### config.mk
export PLATFORM = sky130hd
export DESIGN_NAME = c7bexc_ctl
export DESIGN_NICKNAME = d
export VERILOG_FILES = /design/src/rtl/c7bexc_ctl.sv
export SDC_FILE = /design/constraint.sdc
export NUM_CORES = 1
export LEC_CHECK = 0
export ABC_AREA = 1
export BUFFER_PORTS_ARGS = -buffer_cell sky130_fd_sc_hd__buf_2
export CORE_ASPECT_RATIO = 1.2
export CORE_MARGIN = 5
export CORE_UTILIZATION = 35
export DETAILED_ROUTE_END_ITERATION = 10
export PLACE_DENSITY = 0.79
export SLEW_MARGIN = 20
export SYNTH_ARGS = -nofsm -noshare
export SYNTH_HDL_FRONTEND = slang
export SYNTH_SLANG_ARGS = --single-unit
### constraint.sdc
create_clock -name clk -period 2.5 [get_ports clk]
set_input_delay 0.625 -clock clk [delete_from_list [all_inputs] [get_ports clk]]
set_output_delay 0.625 -clock clk [all_outputs]
set_load 0.02 [all_outputs]
### src/rtl/c7bexc_ctl.sv
// c7b exception/interrupt commit controller: arbitrates faults and interrupts in e,
// registers one commit event into w, then holds a flush window. Macro: C7B_EXT_INTR_SYNC_EN.
module c7bexc_ctl #(
  parameter int FLUSH_CYCLES = 2
) (
  input  logic        clk,
  input  logic        rst,
  input  logic        valid_e,
  input  logic [31:0] pc_e,
  input  logic        adef_e,
  input  logic        ale_e,
  input  logic        ine_e,
  input  logic        sys_e,
  input  logic        brk_e,
  input  logic        ertn_e,
  input  logic [31:0] badv_e,
  input  logic        csr_ecl_crmd_ie,
  input  logic        csr_ecl_timer_intr,
  input  logic        ext_intr,
  input  logic [31:0] csr_eentry,
  input  logic [31:0] csr_era,
  output logic        exu_ifu_except,
  output logic [5:0]  ecl_csr_exccode_w,
  output logic [31:0] ecl_csr_badv_w,
  output logic [31:0] ifu_exu_pc_w,
  output logic        ecl_csr_ertn_w,
  output logic        redirect_valid,
  output logic [31:0] redirect_pc,
  output logic        flush_w,
  output logic        ext_intr_sync
);

  typedef enum logic {S_IDLE, S_FLUSH} state_t;

  state_t      r_state;
  logic [3:0]  r_cnt;
  logic        r_except, r_ertn, r_redir, r_flush;
  logic [5:0]  r_code;
  logic [31:0] r_badv, r_pc;
  logic        r_sync;

`ifdef C7B_EXT_INTR_SYNC_EN
  logic r_meta;
  always_ff @(posedge clk or posedge rst) begin
    if (rst) begin
      r_meta <= 1'b0;
      r_sync <= 1'b0;
    end else begin
      r_meta <= ext_intr;
      r_sync <= r_meta;
    end
  end
`else
  // Only safe when ext_intr is already launched from clk.
  always_ff @(posedge clk or posedge rst) begin
    if (rst) r_sync <= 1'b0;
    else     r_sync <= ext_intr;
  end
`endif

  logic       w_intr, w_fault, w_exc, w_ertn, w_badv_ld;
  logic [5:0] w_code;

  assign w_intr    = csr_ecl_crmd_ie & (csr_ecl_timer_intr | r_sync);
  assign w_fault   = adef_e | ale_e | ine_e | sys_e | brk_e;
  assign w_exc     = valid_e & (w_intr | w_fault);
  assign w_ertn    = valid_e & ertn_e & ~(w_intr | w_fault);
  assign w_badv_ld = ~w_intr & (adef_e | ale_e);

  always_comb begin
    w_code = 6'h0D;
    if      (w_intr) w_code = 6'h00;
    else if (adef_e) w_code = 6'h08;
    else if (ale_e)  w_code = 6'h09;
    else if (sys_e)  w_code = 6'h0B;
    else if (brk_e)  w_code = 6'h0C;
  end

  always_ff @(posedge clk or posedge rst) begin
    if (rst) begin
      r_state  <= S_IDLE;
      r_cnt    <= 4'd0;
      r_except <= 1'b0;
      r_ertn   <= 1'b0;
      r_redir  <= 1'b0;
      r_flush  <= 1'b0;
      r_code   <= 6'd0;
      r_badv   <= 32'd0;
      r_pc     <= 32'd0;
    end else begin
      r_except <= 1'b0;
      r_ertn   <= 1'b0;
      r_redir  <= 1'b0;
      case (r_state)
        S_IDLE: begin
          if (w_exc | w_ertn) begin
            r_state  <= S_FLUSH;
            r_cnt    <= 4'(FLUSH_CYCLES - 1);
            r_flush  <= 1'b1;
            r_except <= w_exc;
            r_ertn   <= w_ertn;
            r_redir  <= 1'b1;
            r_pc     <= pc_e;
            if (w_exc) r_code <= w_code;
            if (w_exc & w_badv_ld) r_badv <= badv_e;
          end
        end
        S_FLUSH: begin
          // e-stage inputs are ignored here; level interrupts simply wait.
          if (r_cnt == 4'd0) begin
            r_state <= S_IDLE;
            r_flush <= 1'b0;
          end else begin
            r_cnt <= r_cnt - 4'd1;
          end
        end
        default: r_state <= S_IDLE;
      endcase
    end
  end

  assign exu_ifu_except    = r_except;
  assign ecl_csr_ertn_w    = r_ertn;
  assign redirect_valid    = r_redir;
  assign flush_w           = r_flush;
  assign ecl_csr_exccode_w = r_code;
  assign ecl_csr_badv_w    = r_badv;
  assign ifu_exu_pc_w      = r_pc;
  assign ext_intr_sync     = r_sync;
  // Targets come from the CSRs live in the w cycle, not captured in e.
  assign redirect_pc = r_except ? csr_eentry : (r_ertn ? csr_era : 32'd0);

endmodule

==> results.ini <==
[status]
outcome = finished clean

[placed_design]
dpl.hpwl_mm = 9.09
gp_congestion = 0.776
dp_cells = 816
io_buffers = 244

[grt]
overflow = 0
grt.total_usage_pct = 17.9
antenna_found_initial = 0
grt_max_degree = 79
grt_pass1_wl_mm = 18.5
grt_pass1_vias = 3634

[routing]
postRouteAntennaNets = 0
drc_errors = 0
routed_wl_mm = 11.8
first_iter_violations = 301
routedWlPerCell_um = 14.2
vias_per_cell = 4.66
drt_first_pass_iters = 4
vias = 3878

[cells_and_area]
nets = 840
drive_gt1_share_pct = 40.1
instances_no_fill = 832
n_fill_cell = 1007
utilization_pct = 50.5
num_antenna_cells = 0
areaGrowthSynthToFinish_pct = 42.7

[timing]
holdWs_ps = 404
timing.final.max_slew_violations = 0
finClkSkew_ps = 7.84
clock.fmax_mhz = 477
rsz0062_at_grt = no
setup_tns_ps = 0
report.final.setup_viol = 0
finalHoldViolCount = 0
period_share_pct = 83.9
period_minus_slack_ps = 2100

[pwr]
switching_share_pct = 43.7
power.density_mw_per_mm2 = 1200
switching_power_mw = 2.76
p_seq_share_pct = 34.9
ir_worst_vdd_mv = 0.786
p_leak_nw = 3.20
pwr-share-clk_pct = 21.0
pwr-share-comb_pct = 44.1
total_power_mw = 6.31
p_int_mw = 3.55

[synth]
syn_inst = 463
synth.mux.area_fraction_pct = 0
synth_simple_gate_area_share_pct = 37.9
synthXorXnorAreaFrac_pct = 0.238
ys_seq_area_share_pct = 53.0
synth_top_family_by_area = simple AND/OR/NAND/NOR gates
synth_cell_types = 27
synthAdderAreaFrac_pct = 0.680
synthesis.area_mm2 = 0.00368
ys_ff_latch = 78
avgSynthCellArea_um2 = 7.95
synth_compound_area_share_pct = 1.53
yosysWarnings = 0

[floorplan]
start_util_pct = 35.3
fp.dieH_um = 122
core_area_mm2 = 0.0104
row_count = 41
io_pins = 247
die_w_um = 104
die_area_mm2 = 0.0127

[critical_path]
r2r.worst_path.cells = 6
path_max_fanout = 32
crit_required_ps = 1880
crit-reg2reg-launch = ext_intr_sync
path_class = reg -> out
startpoint_type = register
startpoint = exu_ifu_except
arrival_ps = 1470
cp-end-kind = output pin

[clock_tree]
root_buffer = clkbuf_16
htree_levels = 3
cts_tree = built
clk_path_buf_depth = 2
cts_setup_buffers = 0
clk_latency_ps = 330
cts_hold_buf = 0
cts_buffers = 9
clkTransAtPathRegs_ps = 60
cts_sinks = 78
ctsResizeCount = 0

[job]
max_cap_viol_count = 0

[worst_hold_path]
hold_class = in -> async

kinds of logic after synthesis:
family                     after synthesis
and+or+nand+nor                        331
DFF                                     78
buffers and inverters                   42
AOI/OAI and AO/OA                        8
adders and majority gates                2
xor gates and xnor gates                 1
other                                    1
sequential cells by signal (all words and copies together), names as in the netlist:
name               flops
ifu_exu_pc_w          32
ecl_csr_ertn_w         1
exu_ifu_except         1
ext_intr_sync          1
r_state                1
r_cnt                  4
flush_w                1
ecl_csr_badv_w        32
ecl_csr_exccode_w      4
redirect_valid         1
cells in the final DEF, fill, tap and decap left out, types with 4 or more instances in the layout:
cell / netlist / final
buf_2: 1 / 244
nand2_1: 243 / 243
dfrtp_1: 78 / 78
nand3_1: 65 / 65
inv_1: 11 / 10
clkbuf_16: 0 / 9
nor2_1: 7 / 7
buf_4: 10 / 7
nand4_1: 5 / 5
o21ai_0: 4 / 4
inv_6: 0 / 4
per-layer routing:
layer	GRT usage, %	vias up	routed length (µm)
met2	27.6	219	5390
met3	10.1	12	1730
met1	21.2	1728	4480
met4	5.50	0	185
met5	0	-	0
li1	-	1919	-
layout make-up:
cell class	count	area (µm²)	area share, %
Clock inverter	7	77.6	1.48
Sequential cell	78	1950	37.2
Timing Repair Buffer	252	1290	24.6
Tap cell	129	161	3.07
Clock buffer	9	225	4.29
Inverter	13	52.6	1.00
Multi-Input combinational cell	344	1490	28.4
power groups by stage:
stage	Combinational [mW]	Clock (mW)	Sequential, mW
after floorplan	1.15	0	2.86
after global placement	2.77	0	2.19
after detailed placement	2.82	0	2.19
after CTS	2.82	1.36	2.19
after global routing	3.08	1.41	2.27
final	2.78	1.33	2.20
stage by stage:
step | setup WS [ps] | area, µm²
final | 403 | 5250
after CTS | 387 | 5250
after detailed placement | 503 | 4950
after global placement | 553 | 4950
after floorplan | 629 | 3690
after global routing | 298 | 5250
cells in the mapped netlist:
library cell / number / area share [%]
nand4_1: 5 / 0.85
buf_6: 6 / 1.8
a21oi_1: 1 / 0.14
buf_1: 3 / 0.31
nor2_2: 1 / 0.17
nor3_1: 1 / 0.14
inv_1: 11 / 1.1
nand2_2: 1 / 0.17
buf_4: 10 / 2.0
nand2_4: 2 / 0.61
dfrtp_1: 78 / 53
o21bai_1: 1 / 0.20
clkbuf_1: 9 / 0.92
buf_2: 1 / 0.14
xnor2_1: 1 / 0.24
nand3_2: 3 / 0.82
nand2_1: 243 / 25
nor2_1: 7 / 0.71
ha_1: 2 / 0.68
conb_1: 1 / 0.10
nor2_4: 2 / 0.61
o21ai_2: 1 / 0.24
o2111ai_2: 1 / 0.41
o21ai_0: 4 / 0.54
nand3_1: 65 / 8.8
inv_2: 2 / 0.20
and3_1: 1 / 0.17
worst paths after layout:
kind,endpoint,slack (ps)
max,redirect_pc[25],400
min,ecl_csr_badv_w[30],400
max reg2reg,ifu_exu_pc_w[28],830
min reg2reg,ecl_csr_badv_w[6],470
max in group asynchronous,ifu_exu_pc_w[3],1790
min in group clk,ext_intr_sync,430
critical path, stage by stage (launching register included):
cell and delay [ps]:
dfrtp_1 370, inv_1 50, buf_4 280, nand3_1 110
nand2_1 100, buf_2 220
No activity file was read; power rests on OpenSTA's default activity.
